==> config.mk <==
export PLATFORM = sky130hd
export DESIGN_NAME = stack_mem_unit
export DESIGN_NICKNAME = d
export VERILOG_FILES = /design/src/rtl/stack_mem_unit_pkg.sv /design/src/rtl/dmem_sync_ram.sv /design/src/rtl/stack_mem_unit.sv
export SDC_FILE = /design/constraint.sdc
export NUM_CORES = 2
export LEC_CHECK = 0
export BUFFER_PORTS_ARGS = -buffer_cell sky130_fd_sc_hd__buf_2
export CORE_UTILIZATION = 52
export DETAILED_ROUTE_END_ITERATION = 7
export GPL_TIMING_DRIVEN = 0
export PLACE_DENSITY = 0.66
export SLEW_MARGIN = 20
export SYNTH_ARGS = -nofsm -noshare
export SYNTH_HDL_FRONTEND = slang
export SYNTH_SLANG_ARGS = --single-unit
==> constraint.sdc <==
create_clock -name clk -period 4 [get_ports clk]
set_input_delay 0 -clock clk [delete_from_list [all_inputs] [get_ports clk]]
set_output_delay 0 -clock clk [all_outputs]
set_load 0.01 [all_outputs]
==> src/rtl/stack_mem_unit_pkg.sv <==
// stack_mem_unit_pkg: shared widths, SP command encodings and stack bounds
package stack_mem_unit_pkg;
    localparam int DEF_AW = 8;
    localparam int DEF_DW = 8;
    localparam logic [7:0] DEF_SP_RESET = 8'hFF;
    localparam logic [7:0] DEF_STACK_FLOOR = 8'hE0;
    typedef enum logic [1:0] {
        RW_NONE = 2'b00,
        RW_PUSH = 2'b01,
        RW_POP  = 2'b10,
        RW_LSP  = 2'b11
    } rw_e;
endpackage

==> src/rtl/dmem_sync_ram.sv <==
// dmem_sync_ram: single-port RAM with synchronous write and registered read
module dmem_sync_ram #(
    parameter int AW = 8,
    parameter int DW = 8
) (
    input  logic          clk,
    input  logic          we,
    input  logic          re,
    input  logic [AW-1:0] addr,
    input  logic [DW-1:0] wdata,
    output logic [DW-1:0] rdata
);
    logic [DW-1:0] mem [2**AW];
    logic [DW-1:0] rdata_q;

    // write the array and capture read data only when a read is requested
    always_ff @(posedge clk) begin
        if (we) mem[addr] <= wdata;
        if (re) rdata_q <= mem[addr];
    end

    assign rdata = rdata_q;
endmodule

==> src/rtl/stack_mem_unit.sv <==
// stack_mem_unit: data memory, stack pointer and stack-guard flags
module stack_mem_unit
    import stack_mem_unit_pkg::*;
#(
    parameter int AW = DEF_AW,
    parameter int DW = DEF_DW,
    parameter logic [AW-1:0] SP_RESET = AW'(DEF_SP_RESET),
    parameter logic [AW-1:0] STACK_FLOOR = AW'(DEF_STACK_FLOOR)
) (
    input  logic          clk,
    input  logic          rst,
    input  logic          rd,
    input  logic          wr,
    input  logic [1:0]    rw,
    input  logic          s50,
    input  logic [AW-1:0] or_addr,
    input  logic [DW-1:0] reg_data,
    input  logic [AW-1:0] npc,
    input  logic [DW-1:0] r0_data,
    input  logic          clr_flags,
    output logic [DW-1:0] rdata,
    output logic          rdata_valid,
    output logic [AW-1:0] sp,
    output logic          stk_ovf,
    output logic          stk_unf,
    output logic          cmd_err
);
    logic [AW-1:0] sp_q, sp_d, ram_addr;
    logic          valid_q, valid_d, sel_q, sel_d;
    logic          ovf_q, ovf_d, unf_q, unf_d, err_q, err_d;
    logic          store, load, push, pop, lsp, idle, full, empty, we, re;
    logic [DW-1:0] wdata, ram_rdata;

    // decode the strobes, apply the stack guards and compute next state
    always_comb begin
        store    = wr && !rd && rw == RW_NONE;
        load     = rd && !wr && rw == RW_NONE;
        push     = wr && !rd && rw == RW_PUSH;
        pop      = rd && !wr && rw == RW_POP;
        lsp      = !rd && !wr && rw == RW_LSP;
        idle     = !rd && !wr && rw == RW_NONE;
        full     = sp_q == STACK_FLOOR - AW'(1);
        empty    = sp_q == SP_RESET;
        we       = store || (push && !full);
        re       = load || (pop && !empty);
        wdata    = s50 ? DW'(npc) : reg_data;
        ram_addr = push ? sp_q : pop ? sp_q + AW'(1) : or_addr;
        sp_d     = (push && !full) ? sp_q - AW'(1) :
                   (pop && !empty) ? sp_q + AW'(1) :
                   lsp ? AW'(r0_data) : sp_q;
        valid_d  = load || pop;
        sel_d    = re ? 1'b1 : (pop && empty) ? 1'b0 : sel_q;
        ovf_d    = (push && full) || (ovf_q && !clr_flags);
        unf_d    = (pop && empty) || (unf_q && !clr_flags);
        err_d    = !(store || load || push || pop || lsp || idle) || (err_q && !clr_flags);
    end

    // state registers; reset forces the stack and flags back immediately
    always_ff @(posedge clk or posedge rst) begin
        if (rst) begin
            sp_q    <= SP_RESET;
            valid_q <= 1'b0;
            sel_q   <= 1'b0;
            ovf_q   <= 1'b0;
            unf_q   <= 1'b0;
            err_q   <= 1'b0;
        end else begin
            sp_q    <= sp_d;
            valid_q <= valid_d;
            sel_q   <= sel_d;
            ovf_q   <= ovf_d;
            unf_q   <= unf_d;
            err_q   <= err_d;
        end
    end

    dmem_sync_ram #(.AW(AW), .DW(DW)) u_ram (
        .clk   (clk),
        .we    (we),
        .re    (re),
        .addr  (ram_addr),
        .wdata (wdata),
        .rdata (ram_rdata)
    );

    assign rdata       = sel_q ? ram_rdata : '0;
    assign rdata_valid = valid_q;
    assign sp          = sp_q;
    assign stk_ovf     = ovf_q;
    assign stk_unf     = unf_q;
    assign cmd_err     = err_q;
endmodule

==> run summary <==
clock sink count = 2069
Synth top area share = 75.2%
Fillers = 10800
Vias = 55100
Fin. Hold Viols = 0
Buf+Inv Stages, Crit Path = 6
Leak = 32.9 nW
VDD IR max = 0.000463 V
crit end category = register
wire per inst = 35.7 µm
DR pass1 iterations = 6
Synth area leaders = edfxtp_1, nand2_1, mux4_2, a21oi_1, nand3_1
crit share post-route = 120%
vias in the first global route = 51800
# rows = 145
core region area = 156000 µm²
Main synth FF type = edfxtp_1
Worst-Margin Slew = 1.12 ns
remaining antenna violation count = 0
Post-synth ARST share = 0.628%
Synth top cells by count = edfxtp_1, nand2_1, a21oi_1, nor2_1, nand3_1
Final min period = 4.79 ns
share of layout cells above drive strength 1 = 24.2%
GPL Wtd Cong = 1.05
Skew-Pair Late Insertion Delay = 0.85 ns
DRC = 0
fin nets = 6070
Max Cap Violations = 0
clk slew on worst S/H paths = 0.06 ns
status = finished, violations left
port buffer count = 57
Cell Pwr Density = 520 nW/µm²
register area share after synthesis = 75.6%
crit path kind = reg2reg
DP HPWL = 195 mm
crit path launch type = register
relative slew slack = 25.2%
Post-Syn Instances = 5528
initial antenna violation count = 15
DRT iter0 DRCs = 9464
DIE AREA = 159000 µm²
Die W = 399 µm
Total GRT Usage = 36.2%
GRT overflow = 0
CTS Buffer Depth = 3
total CTS buffers = 205
worst hold slack = 0.00392 ns
EDFF count, synth = 2056
Data required, critical path = 4.45 ns
most frequent cell after synthesis = edfxtp_1
Syn Area/Cell = 14.8 µm²
Data arrival, critical path = 5.24 ns
RSZ-0062 raised after global routing = yes
IO Pins = 60
TritonCTS clock tree = built
first-pass GRT wire length = 395 mm
multi-input logic area = 22100 µm²
WL final = 295 mm
Synth Net Count = 5570
critical path peak fanout = 10
Die Y = 399 µm
root buffer cell = clkbuf_16
Tightest Hold Check Type = in2reg
Setup-failing EPs final = 1531
post-synthesis sequential element count = 2069
Via density = 6.67
cells along the critical path = o32a_2, buf_8, buf_12, buf_8, buf_6, buf_4, buf_4, nand3_1, a31oi_2, a31oi_4, nor4_4, nand4_1
largest area contributor in the synthesized netlist = edfxtp_1
Starting Density = 52.5%
H-tree depth = 4
Pwr Total = 52.1 mW
R2R Setup Slk = -0.79 ns
failing checks = setup timing
CP max stage delay = 0.60 ns
Syn-to-layout area delta = 22.0%
Yosys warning count = 0
final worst slack = -0.793 ns
post-synthesis cell area = 82100 µm²
FF/Latch Area = 62100 µm²
Worst path slowest cell = dfstp_2
max-slew violations = 0
Distinct cells, synth = 68
Top delay family on crit path = buffers and inverters
largest net degree at the start of global routing = 114
clk_skew = 0.0503 ns
fmax = 0.209 GHz
flip-flops by register name (all words and copies together) (netlist names):
name	count
u_ram.rdata	8
stk_unf	1
sel_q	1
rdata_valid	1
cmd_err	1
u_ram.mem	2048
stk_ovf	1
sp	8
power by group:
part	internal, mW	switching, mW	leakage (nW)	total (mW)
Clock	10.7	8.48	3.21	19.2
Combinational	2.59	6.12	11.0	8.71
Sequential	24.1	0.0418	18.6	24.1
Total	37.4	14.6	32.9	52.1
through the flow:
step	setup WS, ns	util [%]	instance area, µm²	std cells	TNS, ns
2_1_floorplan	0.141	-	82100	5528	0
3_3_place_gp	-3.72	54.3	84900	7643	-8576.05
3_5_place_dp	-3.63	54.8	85800	7667	-5592.97
4_1_cts	-0.571	62.7	98100	8188	-39.36
5_1_grt	-0.697	64.0	100000	8261	-201.14
6_report	-0.793	64.0	100000	8267	-237.21
cell type report:
class	instances	share of cell area [%]
Timing Repair Buffer	298	3.52
Multi-Input combinational cell	3072	22.1
Clock buffer	259	5.39
Inverter	11	0.0437
Buffer	371	3.19
Tap cell	2058	2.57
Clock inverter	121	1.22
Antenna cell	8	0.0200
Sequential cell	2069	62.0
placed cells by master, fill, tap and decap left out, types with 67 or more instances in the layout:
cell type  count
edfxtp_1    2056
nand3_1      305
nor2_2        67
a22oi_1       97
buf_2        119
a221oi_1      91
buf_12        78
mux2i_1      122
mux4_2       127
clkbuf_1     108
nor2_4       209
a21oi_1      406
buf_4        159
clkbuf_16    222
nand2_1     1011
worst register-to-register path, stage by stage, from the launching register on:
cell and delay, ns:
dfstp_2 0.60, o32a_2 0.28, buf_8 0.25, buf_12 0.33, buf_8 0.28, buf_6 0.32
buf_4 0.31, buf_4 0.29, nand3_1 0.24, a31oi_2 0.33, a31oi_4 0.14, nor4_4 0.55
nand4_1 0.47
path summary, 6_finish.rpt:
kind	to	cells after the start	startpoint
max in group asynchronous	sp[0]	4	rst
min in group asynchronous	stk_unf	4	rst
min reg2reg	stk_ovf	2	stk_ovf
max reg2reg	u_ram.rdata[7]	12	sp[0]
min	u_ram.mem[90][0]	2	npc[0]
max	u_ram.rdata[7]	12	sp[0]
layer usage:
metal	up-vias	GRT usage (%)	wire length, µm
met4	6	22.5	22200
li1	22300	-	-
met3	896	11.2	40300
met5	-	0	309
met1	27500	46.5	102000
met2	4416	53.9	130000
cells by family (layout without fill, tap and decap cells):
kind of cell             count (synthesis)  in the layout  synth area share (%)
flip-flops                            2069           2069                  75.6
XOR/XNOR                                 3              3                0.0320
adder cells (fa/ha/maj)                  2              2                0.0305
AO/OA/AOI/OAI                          939            939                  7.47
multiplexers                           266            266                  5.22
AND/OR/NAND/NOR                       1862           1862                  9.52
other                                    0              8                     0
buffers and inverters                  387           1060                  2.10
timing repair:
action / CTS / global route
pin swaps: 83 / 86
hold buffers: 36 / 0
cloned: 5 / 5
endpoints found under the hold margin: 193 / 0
buffers inserted: 104 / 68
setup endpoints to repair: 2056 / 2022
gates resized for setup: 1110 / 269
Note: power is estimated with default switching activity, not from simulation.
